<file path="config.mk">
export PLATFORM = sky130hd
export DESIGN_NAME = sobel_frame_sequencer
export DESIGN_NICKNAME = d
export VERILOG_FILES = /design/src/rtl/sobel_frame_sequencer.sv
export SDC_FILE = /design/constraint.sdc
export NUM_CORES = 1
export LEC_CHECK = 0
export BUFFER_PORTS_ARGS = -buffer_cell sky130_fd_sc_hd__buf_2
export CAP_MARGIN = 20
export CELL_PAD_IN_SITES_DETAIL_PLACEMENT = 0
export CELL_PAD_IN_SITES_GLOBAL_PLACEMENT = 1
export CORE_UTILIZATION = 46
export DETAILED_ROUTE_END_ITERATION = 8
export HOLD_SLACK_MARGIN = 0.12
export MAX_ROUTING_LAYER = met4
export PLACE_DENSITY = 0.9
export SYNTH_ARGS = -nofsm -noshare
export SYNTH_HDL_FRONTEND = slang
export SYNTH_SLANG_ARGS = --single-unit
</file>
<file path="constraint.sdc">
create_clock -name clk_i -period 6.2 [get_ports clk_i]
set_input_delay 0.62 -clock clk_i [delete_from_list [all_inputs] [get_ports clk_i]]
set_output_delay 0.62 -clock clk_i [all_outputs]
set_load 0.05 [all_outputs]
</file>
<file path="src/rtl/sobel_frame_sequencer.sv">
// sobel_frame_sequencer: meters upstream pixels into the Sobel window datapath (9 then 3 per window) and tracks frame completion
module sobel_frame_sequencer #(
  parameter int PIXEL_WIDTH = 8,
  parameter int CNT_BITS = 17,
  parameter int WAIT_TIMEOUT = 15
) (
  input  logic                   clk_i,
  input  logic                   reset_i,
  input  logic                   start_i,
  input  logic                   abort_i,
  input  logic [CNT_BITS-1:0]    cfg_num_px_i,
  input  logic [PIXEL_WIDTH-1:0] in_px_i,
  input  logic                   in_valid_i,
  output logic                   in_ready_o,
  output logic                   start_sobel_o,
  output logic [PIXEL_WIDTH-1:0] sobel_px_o,
  output logic                   sobel_px_rdy_o,
  input  logic [PIXEL_WIDTH-1:0] sobel_px_i,
  input  logic                   sobel_rdy_i,
  output logic [PIXEL_WIDTH-1:0] out_px_o,
  output logic                   out_valid_o,
  output logic                   frame_done_o,
  output logic                   busy_o,
  output logic                   err_o
);
  localparam int TW = $clog2(WAIT_TIMEOUT + 1);
  typedef enum logic [2:0] {IDLE, ARM, FILL, WAIT, STREAM, DONE, ERROR} state_t;
  state_t state, state_n;
  logic [CNT_BITS-1:0] num_px, out_cnt;
  logic [3:0] win_cnt, quota;
  logic [TW-1:0] timer;
  logic xfer, res, accept;
  assign quota = state == FILL ? 4'd9 : 4'd3;
  assign in_ready_o = (state == FILL || state == STREAM) && win_cnt < quota;
  assign xfer = in_valid_i && in_ready_o;
  assign res = state == WAIT && sobel_rdy_i && !abort_i;
  assign accept = state == IDLE && start_i && !abort_i;
  assign start_sobel_o = state == ARM || state == FILL || state == WAIT || state == STREAM;
  assign frame_done_o = state == DONE;
  assign busy_o = state != IDLE;
  assign err_o = state == ERROR;
  always_comb begin
    state_n = state;
    if (abort_i && state != IDLE) state_n = IDLE;
    else
      case (state)
        IDLE: if (accept) state_n = cfg_num_px_i == '0 ? DONE : ARM;
        ARM: state_n = FILL;
        FILL, STREAM: if (xfer && win_cnt + 4'd1 == quota) state_n = WAIT;
        WAIT:
          if (sobel_rdy_i) state_n = out_cnt + CNT_BITS'(1) == num_px ? DONE : STREAM;
          else if (timer == TW'(WAIT_TIMEOUT - 1)) state_n = ERROR;
        DONE: state_n = IDLE;
        ERROR: state_n = ERROR;
        default: state_n = IDLE;
      endcase
  end
  always_ff @(posedge clk_i or posedge reset_i) begin
    if (reset_i) begin
      state <= IDLE;
      num_px <= '0;
      out_cnt <= '0;
      win_cnt <= '0;
      timer <= '0;
      sobel_px_o <= '0;
      sobel_px_rdy_o <= 1'b0;
      out_px_o <= '0;
      out_valid_o <= 1'b0;
    end else begin
      state <= state_n;
      sobel_px_rdy_o <= xfer && !abort_i;
      out_valid_o <= res;
      win_cnt <= state_n != state ? '0 : win_cnt + 4'(xfer);
      timer <= state == WAIT ? timer + TW'(1) : '0;
      if (xfer) sobel_px_o <= in_px_i;
      if (res) begin
        out_px_o <= sobel_px_i;
        out_cnt <= out_cnt + CNT_BITS'(1);
      end
      if (accept) begin
        num_px <= cfg_num_px_i;
        out_cnt <= '0;
      end
    end
  end
endmodule

</file>
==> flow_metrics.py <==
metrics = {
    "setup_path": {
        "required_ps": 6470,
        "cp-end-kind": "register",
        "crit_family": "compound AO/OA/AOI/OAI gates",
        "slowest_stage": "a221oi_1",
        "path_cells": "or3b_1 > ha_1 > o31ai_1 > a21o_1 > and3_1 > o211a_1 > a221oi_1 > nand3b_1 > mux2i_1",
        "crit_buf_inv": 0,
        "startpoint_type": "register",
        "critPathKind": "reg2reg",
        "worst_ep_arrival_time_ps": 3630,
        "critical-path-max-stage-delay_ps": 850,
        "crit_fanout": 17,
    },
    "final_layout": {
        "layout-drive-gt1-share": 0.262,
        "fin_util": 0.556,
        "finalNetCount": 462,
        "area_delta_synth_final_pct": 15.2,
        "fillerInstances": 667,
        "diodes": 0,
    },
    "synthesis": {
        "synthArstFlopShare": 1.00,
        "seq_area_frac_synth": 0.444,
        "syn_area_sq_mm": 0.00355,
        "synth_cell_types": 54,
        "ys_ff_latch": 63,
        "synth_edf_count": 0,
        "ys.flop_type": "dfrtp_1",
        "syn_area_per_cell_sq_um": 9.71,
        "yosys_warnings": 0,
        "synth_cells": 366,
        "syn_nets": 412,
    },
    "grt": {
        "grt_max_degree": 64,
        "grt_pass1_wl_um": 13400,
        "grt_pass1_vias": 2769,
        "track_usage": 0.214,
        "antenna_found_initial": 0,
        "grt_overflow": 0,
    },
    "run": {
        "maxCapViolations": 0,
    },
    "detailed_routing": {
        "num_vias": 2899,
        "drt_iter0_drc": 265,
        "wl_per_cell_um": 15.2,
        "drtPass1Iterations": 4,
        "ant_nets": 0,
        "drc": 0,
        "vias_per_cell": 5.59,
        "routed_wl_um": 7900,
    },
    "clock_network": {
        "cts_sinks": 63,
        "root_buffer": "clkbuf_8",
        "clk_pin_slew_worst_paths_ps": 70,
        "hold_buffers": 0,
        "cts_buffer_depth": 2,
        "cts_buffers": 9,
        "clock_latency_ps": 340,
        "cts_tree": "built",
        "htree_levels": 3,
        "post_cts_buffers": 0,
        "cts_resized": 0,
    },
    "die": {
        "num_rows": 31,
        "start_util": 0.482,
        "die_h_um": 89.9,
        "die_w_um": 89.9,
        "ios": 62,
        "dieArea_sq_mm": 0.00808,
        "core_region_area_sq_mm": 0.00737,
    },
    "placement": {
        "place_congestion": 0.871,
        "dpl.hpwl_um": 5570,
        "port_buffers": 61,
    },
    "min_path": {
        "hold_path_class": "in2reg",
    },
    "pwr": {
        "ir_drop_mv": 0.267,
        "p_per_area_mw_per_mm2": 398,
        "p_leak_nw": 1.90,
    },
    "timing": {
        "tns_ps": 0,
        "holdWs_ps": 459,
        "min_period_over_period": 0.543,
        "slew_violations": 0,
        "hold_viol": 0,
        "max_freq_mhz": 297,
        "period_needed_ps": 3370,
        "setup_violations": 0,
        "grt_setup_unrepaired": "no",
        "worstMarginPinSlew_ps": 1000,
        "slew_headroom": 0.333,
        "fin_worst_skew_ps": 6.11,
    },
    "outcome": {
        "outcome": "finished clean",
    },
}
==> per-stage QoR <==
| stage | power [mW] | worst slack, ps | std cells | area, sq um |
|---|---|---|---|---|
| after global placement | 1.23 | 3080 | 504 | 3880 |
| after floorplan | 1.10 | 3510 | 366 | 3550 |
| after global routing | 1.72 | 2540 | 519 | 4100 |
| after detailed placement | 1.25 | 2850 | 504 | 3880 |
| after CTS | 1.64 | 2840 | 519 | 4100 |
| final | 1.63 | 2830 | 519 | 4100 |
==> cells by family (layout without fill, tap and decap cells) <==
group           Yosys count  in the layout  synth area share
simple gates            139            139             0.206
compound gates           68             68             0.123
flops                    63             63             0.444
mux                      31             31            0.0961
buf+inv                  31             85            0.0394
xor+xnor                 27             27            0.0666
fa+ha+maj                 7              7            0.0246
==> area by class of cell <==
class / count / area [sq um] / share of cell area
Clock inverter: 5 / 83.8 / 0.0205
Timing Repair Buffer: 63 / 320 / 0.0782
Clock buffer: 10 / 128 / 0.0312
Inverter: 7 / 26.3 / 0.00642
Tap cell: 99 / 124 / 0.0302
Multi-Input combinational cell: 272 / 1840 / 0.449
Sequential cell: 63 / 1580 / 0.385
==> tightest hold or removal path, delay by kind of cell <==
| kind | cells | cell delay (ps) |
|---|---|---|
| and+or+nand+nor | 2 | 80 |
| buffers and inverters | 1 | 70 |
==> cell usage in the layout, fill, tap and decap left out, drive strengths merged, types with 8 or more instances in the layout <==
cell type / n
xnor2: 19
nand2: 43
a21oi: 8
xor2: 8
dfrtp: 63
buf: 63
nor2: 24
clkbuf: 10
nand3: 14
o21ai: 30
mux2: 25
==> registers in the layout (all words and copies together) (netlist names) <==
register,flops
num_px,17
out_cnt,17
out_px_o,8
out_valid_o,1
sobel_px_o,8
sobel_px_rdy_o,1
state,3
timer,4
win_cnt,4
==> synth_stat cells (3+ instances only) <==
library cell | number | area share
a211o_1 | 3 | 0.0074
a21oi_1 | 8 | 0.011
a31o_2 | 3 | 0.0074
and2_1 | 4 | 0.0070
and3_1 | 5 | 0.0088
and3b_1 | 3 | 0.0074
buf_2 | 6 | 0.0085
clkbuf_1 | 14 | 0.015
dfrtp_1 | 63 | 0.44
ha_1 | 7 | 0.025
inv_1 | 7 | 0.0074
mux2_2 | 25 | 0.079
mux2i_1 | 6 | 0.017
nand2_1 | 43 | 0.045
nand3_1 | 13 | 0.018
nand3b_1 | 7 | 0.015
nand4_1 | 6 | 0.011
nor2_1 | 24 | 0.025
nor2b_1 | 4 | 0.0070
nor3_1 | 7 | 0.0099
nor4_1 | 4 | 0.0070
o2111ai_1 | 3 | 0.0074
o21ai_0 | 29 | 0.041
o31ai_1 | 5 | 0.011
or3_1 | 5 | 0.0088
xnor2_1 | 19 | 0.047
xor2_1 | 8 | 0.020
==> metal layers <==
layer / track usage / vias to the layer above / wire [um]
met5: - / - / 0
met4: 0.0484 / 0 / 60
met3: 0.0567 / 5 / 434
met2: 0.330 / 86 / 3760
met1: 0.285 / 1401 / 3650
li1: - / 1407 / -
==> report_power, final <==
group          switching [mW]  internal, mW  leakage, nW
clock                   0.163         0.225       0.0986
combinational           0.388         0.231        0.980
sequential             0.0981         0.525        0.819
==> final timing paths <==
kind                       slack [ps]           to          start  cells past startpoint
max                              2830   win_cnt[1]       state[2]                      9
min                               460  out_px_o[4]  sobel_px_i[4]                      3
min in group asynchronous         500  out_px_o[4]        reset_i                      3
max reg2reg                      2830   win_cnt[1]       state[2]                      9
min reg2reg                       480  out_px_o[2]    out_px_o[2]                      2
max in group asynchronous        5180  out_cnt[13]        reset_i                      3
(Power assumes the default switching activity.)
